## config.mk

```make
export PLATFORM = sky130hd
export DESIGN_NAME = mem_trace
export DESIGN_NICKNAME = d
export VERILOG_FILES = /design/src/rtl/mem_trace.sv
export SDC_FILE = /design/constraint.sdc
export NUM_CORES = 1
export LEC_CHECK = 0
export CAP_MARGIN = 15
export CORE_ASPECT_RATIO = 0.6
export CORE_MARGIN = 5
export CORE_UTILIZATION = 40
export CTS_CLUSTER_SIZE = 8
export DETAILED_ROUTE_END_ITERATION = 10
export PLACE_DENSITY = 0.69
export SETUP_SLACK_MARGIN = 0.3
export SLEW_MARGIN = 15
export SYNTH_ARGS = -nofsm -noshare
export SYNTH_HDL_FRONTEND = slang
export SYNTH_SLANG_ARGS = --single-unit
```

## constraint.sdc

```tcl
create_clock -name clk -period 10.3 [get_ports clk]
set_clock_uncertainty 0.15 [all_clocks]
set_input_delay 1.545 -clock clk [delete_from_list [all_inputs] [get_ports clk]]
set_output_delay 1.545 -clock clk [all_outputs]
set_load 0.02 [all_outputs]
```

## src/rtl/mem_trace.sv

```systemverilog
// Store-trace capture FIFO for the multicycle CPU: one record per rising edge of memwrite.
// Optional idle watchdog is built when MEM_TRACE_WDOG_EN is defined.
module mem_trace #(
    parameter int DEPTH   = 8,
    parameter int TIMEOUT = 64
) (
    input  logic                     clk,
    input  logic                     reset,
    input  logic                     memwrite,
    input  logic [31:0]              dataaddr,
    input  logic [31:0]              writedata,
    input  logic [31:0]              pc,
    output logic                     rd_valid,
    input  logic                     rd_ready,
    output logic [31:0]              rd_addr,
    output logic [31:0]              rd_data,
    output logic [31:0]              rd_pc,
    output logic [$clog2(DEPTH):0]   count,
    output logic                     overflow,
    output logic                     timeout
);

    localparam int AW = $clog2(DEPTH);
    localparam logic [AW:0]   CNT_FULL = DEPTH[AW:0];
    localparam logic [AW:0]   CNT_ONE  = 1;
    localparam logic [AW-1:0] PTR_ONE  = 1;

    typedef struct packed {
        logic [31:0] addr;
        logic [31:0] data;
        logic [31:0] pc;
    } rec_t;

    rec_t          mem [DEPTH];
    rec_t          wr_rec, head_q, head_d;
    logic [AW-1:0] wr_ptr, rd_ptr, rd_ptr_nx;
    logic [AW:0]   cnt_q, cnt_d;
    logic          mw_q, capture, full, pop, push, ovf_q, last_out;

    assign wr_rec   = '{addr: dataaddr, data: writedata, pc: pc};
    assign capture  = memwrite & ~mw_q;
    assign full     = (cnt_q == CNT_FULL);
    assign rd_valid = (cnt_q != '0);
    assign pop      = rd_valid & rd_ready;
    // A pop frees a slot in the same cycle, so a full FIFO still accepts the store.
    assign push     = capture & (~full | pop);
    assign rd_ptr_nx = pop ? rd_ptr + PTR_ONE : rd_ptr;
    // Head comes from the incoming store when nothing older will remain after this edge.
    assign last_out = (cnt_q == '0) | (pop & (cnt_q == CNT_ONE));

    always_comb begin
        cnt_d = cnt_q;
        if (push && !pop)      cnt_d = cnt_q + CNT_ONE;
        else if (pop && !push) cnt_d = cnt_q - CNT_ONE;
    end

    // Read outputs are registered so they hold their last value once the FIFO empties.
    always_comb begin
        head_d = head_q;
        if (cnt_d != '0) begin
            if (last_out) head_d = wr_rec;
            else          head_d = mem[rd_ptr_nx];
        end
    end

    always_ff @(posedge clk or negedge reset) begin
        if (!reset) begin
            mw_q   <= 1'b0;
            wr_ptr <= '0;
            rd_ptr <= '0;
            cnt_q  <= '0;
            ovf_q  <= 1'b0;
            head_q <= '0;
        end else begin
            mw_q   <= memwrite;
            rd_ptr <= rd_ptr_nx;
            cnt_q  <= cnt_d;
            head_q <= head_d;
            if (push) wr_ptr <= wr_ptr + PTR_ONE;
            if (capture && full && !pop) ovf_q <= 1'b1;
        end
    end

    always_ff @(posedge clk) begin
        if (push) mem[wr_ptr] <= wr_rec;
    end

    assign rd_addr  = head_q.addr;
    assign rd_data  = head_q.data;
    assign rd_pc    = head_q.pc;
    assign count    = cnt_q;
    assign overflow = ovf_q;

`ifdef MEM_TRACE_WDOG_EN
    logic [31:0] idle_q, idle_inc;
    logic        tmo_q;

    assign idle_inc = (idle_q == '1) ? idle_q : idle_q + 32'd1;

    // A capture in the expiry cycle clears the counter and suppresses the flag.
    always_ff @(posedge clk or negedge reset) begin
        if (!reset) begin
            idle_q <= '0;
            tmo_q  <= 1'b0;
        end else if (capture) begin
            idle_q <= '0;
        end else begin
            idle_q <= idle_inc;
            if (idle_inc >= 32'(TIMEOUT)) tmo_q <= 1'b1;
        end
    end

    assign timeout = tmo_q;
`else
    assign timeout = 1'b0;
`endif

endmodule

```

# After elaboration in Yosys (flattened, before gate mapping)
# Memory sizes are Yosys's and may differ from the RTL's.
# Cells that the tools add are included.
# totals
memories,1
latchBits,0
output_inout_bits,103
in_bits,100
ff_bits,108
elab_cells,38
mem_bits_ro,0
mem_bits_rw,768
# memory_table
name,depth,width,rd,rd_ports_with_merged_regs,write_ports,line,rtl
mem,8,96,1,0,1,34,rec_t mem [DEPTH];
# classes
n_eq_ne,2
mul,0
n_div,0
order_cmp,0
addsub,4
bitwise_logic,8
reduce_logical,9
muxes,6
n_shift,0
# op_table
op,n
2-to-1 mux 96 bit,1
2-to-1 mux 4 bit,2
nonzero test 4 bit,2
"adder 3 x 1 -> 3 bit, second input constant",2
"adder 4 x 1 -> 4 bit, second input constant",1
AND 1 bit,4
"== test 4 x 1 -> 1 bit, second input constant",1
"== test 4 bit, second input constant",1
logical AND 1 bit,4
zero test 4 bit,1
"subtractor 4 x 1 -> 4 bit, second input constant",1
2-to-1 mux 3 bit,1
zero test 1 bit,2
2-to-1 mux 1 bit,2
inverter 1 bit,2
OR 1 bit,2

# Depth between registers and ports, before layout
# logic_depth
ltp_word,9
depth_mapped,14
mapped_depth_nobuf,10

# Least setup slack after synthesis
# OpenSTA, ideal clock, no wires.
# synth_timing
path_kind,input-to-reg
startpoint,input port rd_ready
endpoint,"memory mem[0][0] (netlist name), enable pin"
path_stages,5
arrival_ns,8.845
setup_slack_ns,0.637
required_time_ns,9.482
n_path_buf,1
setup_time_ns,0.668
path_cell_list,buf_2 > inv_1 > and3_1 > or3_1 > nor3_1
# synth_via
elab_chain_len,5
# synth_lines
element,line,rtl
"start, declared",14,"input logic rd_ready,"
AND 1 bit,44,assign pop = rd_valid & rd_ready;
OR 1 bit,46,assign push = capture & (~full | pop);
AND 1 bit,46,
2-to-1 mux 1 bit,85,if (push) mem[wr_ptr] <= wr_rec;
2-to-1 mux 1 bit (implied by the code),85,
"end, declared",34,
# Every way passes these cells.

# Worst setup path after layout
# layout_timing
startpoint,input port rd_ready
endpoint,"register head_q, in the netlist rd_data[11]"
# layout_via
elab_chain_len,8
elab_cells_between_ends,15
cone_classes,mux (4); bitwise (5); reduce/logical (5); memory (1)
# layout_lines
element,line,rtl
AND 1 bit (*),44,
OR 1 bit,46,
AND 1 bit,46,
zero test 1 bit,54,else if (pop && !push) cnt_d = cnt_q - CNT_ONE;
logical AND 1 bit,54,
2-to-1 mux 4 bit,54,
2-to-1 mux 4 bit,53,if (push && !pop) cnt_d = cnt_q + CNT_ONE;
nonzero test 4 bit,60,if (cnt_d != '0) begin
"end signal, assigned",73,head_q <= '0;
"end signal, assigned",78,head_q <= head_d;
"end, declared",35,"rec_t wr_rec, head_q, head_d;"
# Every way passes the cells marked *; elsewhere a longest branch is shown, timed or not.
# A chain may end at the register's enable or synchronous reset.

==> flow_summary_export.csv <==
group,metric,value,unit
status,outcome,"complete, no violations",
pwr,peakVddDrop,0.340,mV
cts,cts_tree,"yes",
setup_path,worst-path-buf-inv,3,
synth,synth_async_sr_flop_share,12.3,%
placed_design,portBuffers,201,
setup_path,crit_fanout,69,
cts,clock_path_buffers,3,
global_route,track_usage,20.9,%
synth,syn_area_per_cell,15.7,sq um
sta,tns,0,ns
min_path,hold_path.startpoint,"overflow",
die,dieArea,0.0944,sq mm
pwr,leakage,13.2,nW
sta,slew_headroom,24.5,%
sta,worstMarginPinSlew,1.13,ns
setup_path,crit_slowest_cell,"nand3_4",
sta,drv_slew,0,
finish,fill_cells,7288,
drt,drc,0,
finish,syn_to_final_growth,18.5,%
setup_path,crit_start,"rd_ready",
placed_design,globalplace.congestion,0.744,
drt,ant_nets,0,
run,maxCapViolCount,0,
cts,cts_hold_buf,0,
setup_path,r2r_start,"count[0]",
min_path,hold_class,"flop to flop",
global_route,antenna_found_initial,5,
cts,clkTransAtPathRegs,0.05,ns
drt,vias_per_cell,6.23,
setup_path,critPathTopFamily,"buffers and inverters",
synth,synth_edf_count,768,
synth,ys_seq_elements,876,
finish,post_route_cells_drive_above_1_share,11.6,%
finish,final-seq-area,0.0258,sq mm
pwr,p_per_area,324,mW/mm^2
cts,cts_sinks,876,
cts,clk_latency,0.68,ns
synth,synth_area_leaders,"edfxtp_1 (65%), dfrtp_1 (7.7%), a221oi_1 (4.8%), a21boi_0 (4.1%), mux2_2 (3.1%)",
die,io_pins,203,
sta,fin_crit,6.16,ns
global_route,grt_max_degree,198,
global_route,use_met3,5.31,%
cts,post_cts_buffers,0,
synth,ys_types,46,
setup_path,crit_top_cell,"buf_4",
setup_path,crit_type,"input port to flop",
die,fp-row-count,84,
synth,synthFlopType,"edfxtp_1",
die,fp.coreArea,0.0875,sq mm
die,die_height,240,microns
cts,cts_resized,0,
global_route,overflow,0,
setup_path,crit_chain,"clkdlybuf4s50_1 -> and2_4 -> a211oi_4 -> buf_4 -> buf_4 -> nand3_4 -> o221ai_1 -> o21ai_0 -> mux2_2",
global_route,grt_pass1_wl,149000,microns
sta,finalCritPeriodShare,59.9,%
drt,num_vias,22600,
cts,cts.root.buffer_cell,"clkbuf_16",
synth,synth_top_cell_area_share,65.4,%
finish,multi_input_area,0.00870,sq mm
finish,layout.nets,2477,
setup_path,start_kind,"input port",
global_route,met1_usage,30.3,%
synth,syn_area,0.0353,sq mm
cts,htree_levels,3,
sta,rsz0062_at_grt,"no",
drt,drt_iter0_drc,2168,
setup_path,worstPathRequired,10.70,ns
global_route,grtUsageMet2,31.9,%
synth,synth_nets,2346,
synth,yosys.area.top_type,"edfxtp_1",
die,start_util,40.3,%
synth,yosysSeqAreaShare,73.1,%
global_route,grt_pass1_vias,23000,
setup_path,slowest_delay,0.97,ns
setup_path,critPathArrivalTime,6.56,ns
drt,routedWlPerCell,27.7,microns
setup_path,crit_path_end_kind,"flop",
sta,final-hold-violation-count,0,
sta,maxClockFrequency,0.162,GHz
drt,wl,101000,microns
synth,ys_warn_count,0,
placed_design,detailed_place_hpwl,49200,microns
global_route,busiest_layer,"met2",
sta,setup_viol,0,
pwr,totalPowerFinal,13.5,mW
cts,cts_buffers,119,
synth,syn_inst,2241,
die,die_x,393,microns
drt,drt_pass1_iterations,7,
layout by cell type, fill, tap and decap left out, types with 4 or more instances in the layout:
cell type	synthesis	final
dfrtp_1	108	108
clkbuf_16	0	120
nor2_4	0	7
a21boi_0	192	192
nor2b_1	6	6
o21ai_0	58	58
ha_1	5	5
clkdlybuf4s50_1	0	200
inv_1	5	4
nor3_1	100	97
buf_4	1	31
clkinv_8	0	5
nand2_1	104	104
o31ai_1	96	96
a221oi_1	193	193
clkbuf_1	194	93
o221ai_1	97	97
buf_12	0	4
edfxtp_1	768	768
mux2_2	97	97
o21ai_1	40	40
o32a_1	96	96
registers in the layout, summed over array words and instances (netlist names):
name and count:
rd_ptr 3, mw_q 1, rd_addr 32, rd_pc 32, mem 768, wr_ptr 3
rd_data 32, overflow 1, count 4
worst paths after layout:
kind	cells past startpoint	slack, ns	end
setup reg to reg	11	4.46	rd_data[11]
max in group asynchronous	2	7.76	rd_addr[20]
hold reg to reg	1	0.31	overflow
hold / removal	1	0.31	overflow
setup / recovery	9	4.14	rd_data[11]
min in group asynchronous	1	0.69	rd_pc[29]
power breakdown:
group	leakage [nW]	switching (mW)	internal, mW	total (mW)
sequential	8.23	0.234	4.34	4.58
clock	1.64	1.44	2.19	3.63
combinational	3.28	3.31	2.00	5.31
total	13.2	4.98	8.54	13.5
cell usage after synthesis, types with 2 or more instances:
library cell  number
a21oi_1            2
buf_2             23
or3_1              5
o32a_1            96
nand3b_1           3
dfrtp_1          108
nand3_1            4
a221oi_1         193
clkbuf_1         194
o21ai_1           40
nor2b_1            6
nor3_1           100
inv_2              2
buf_1              7
nand2b_1           3
edfxtp_1         768
inv_1              5
mux2_2            97
a21boi_0         192
o31ai_1           96
nor2_1            10
ha_1               5
nand2_1          104
o21ai_0           58
o22ai_1            2
o221ai_1          97
xnor2_1            2
kinds of logic after synthesis:
logic type / count (synthesis) / synth area share [%]
DFF: 876 / 73.1
AOI/OAI and AO/OA: 784 / 17.8
other: 1 / 0.0106
muxes: 98 / 3.13
and+or+nand+nor: 241 / 3.17
buffers and inverters: 233 / 2.59
adders and majority gates: 5 / 0.177
xor gates and xnor gates: 3 / 0.0745
layer usage:
| metal | part of all wire (%) | vias up | wire (microns) |
|---|---|---|---|
| li1 | - | 9597 | - |
| met1 | 44 | 11700 | 43900 |
| met2 | 45 | 1198 | 45300 |
| met3 | 9.5 | 163 | 9520 |
| met4 | 1.9 | 8 | 1890 |
| met5 | 0.046 | - | 46 |
worst reg2reg max path: stages (launching register included):
cell and delay, ns:
dfrtp_1 0.47, inv_1 0.14, ha_1 0.37, nor3b_2 0.48, inv_6 0.31, a211oi_4 0.43
buf_4 0.61, buf_4 0.80, nand3_4 0.99, o221ai_1 0.58, o21ai_0 0.12, mux2_2 0.27
stage by stage:
step / hold WS (ns) / setup WS (ns) / instance area (sq um) / instances / utilization [%]
global route: 0.327 / 4.03 / 41800 / 3633 / 47.7
CTS: 0.310 / 4.30 / 41800 / 3632 / 47.7
floorplan: 0.367 / 0.637 / 35300 / 2241 / -
global placement: 0.305 / 3.80 / 38300 / 3412 / 43.7
detailed placement: 0.300 / 3.61 / 38300 / 3412 / 43.7
finish: 0.309 / 4.14 / 41800 / 3633 / 47.7
cell type report:
cell class	count	area share, %
sequential	876	61.7
antenna	1	0.00599
inverter	7	0.105
clock inverter	7	0.288
clock buffer	213	8.03
tap	1161	3.48
timing repair buffer	236	5.57
multi-input combinational	1132	20.8
No activity file was read; power rests on OpenSTA's default activity.
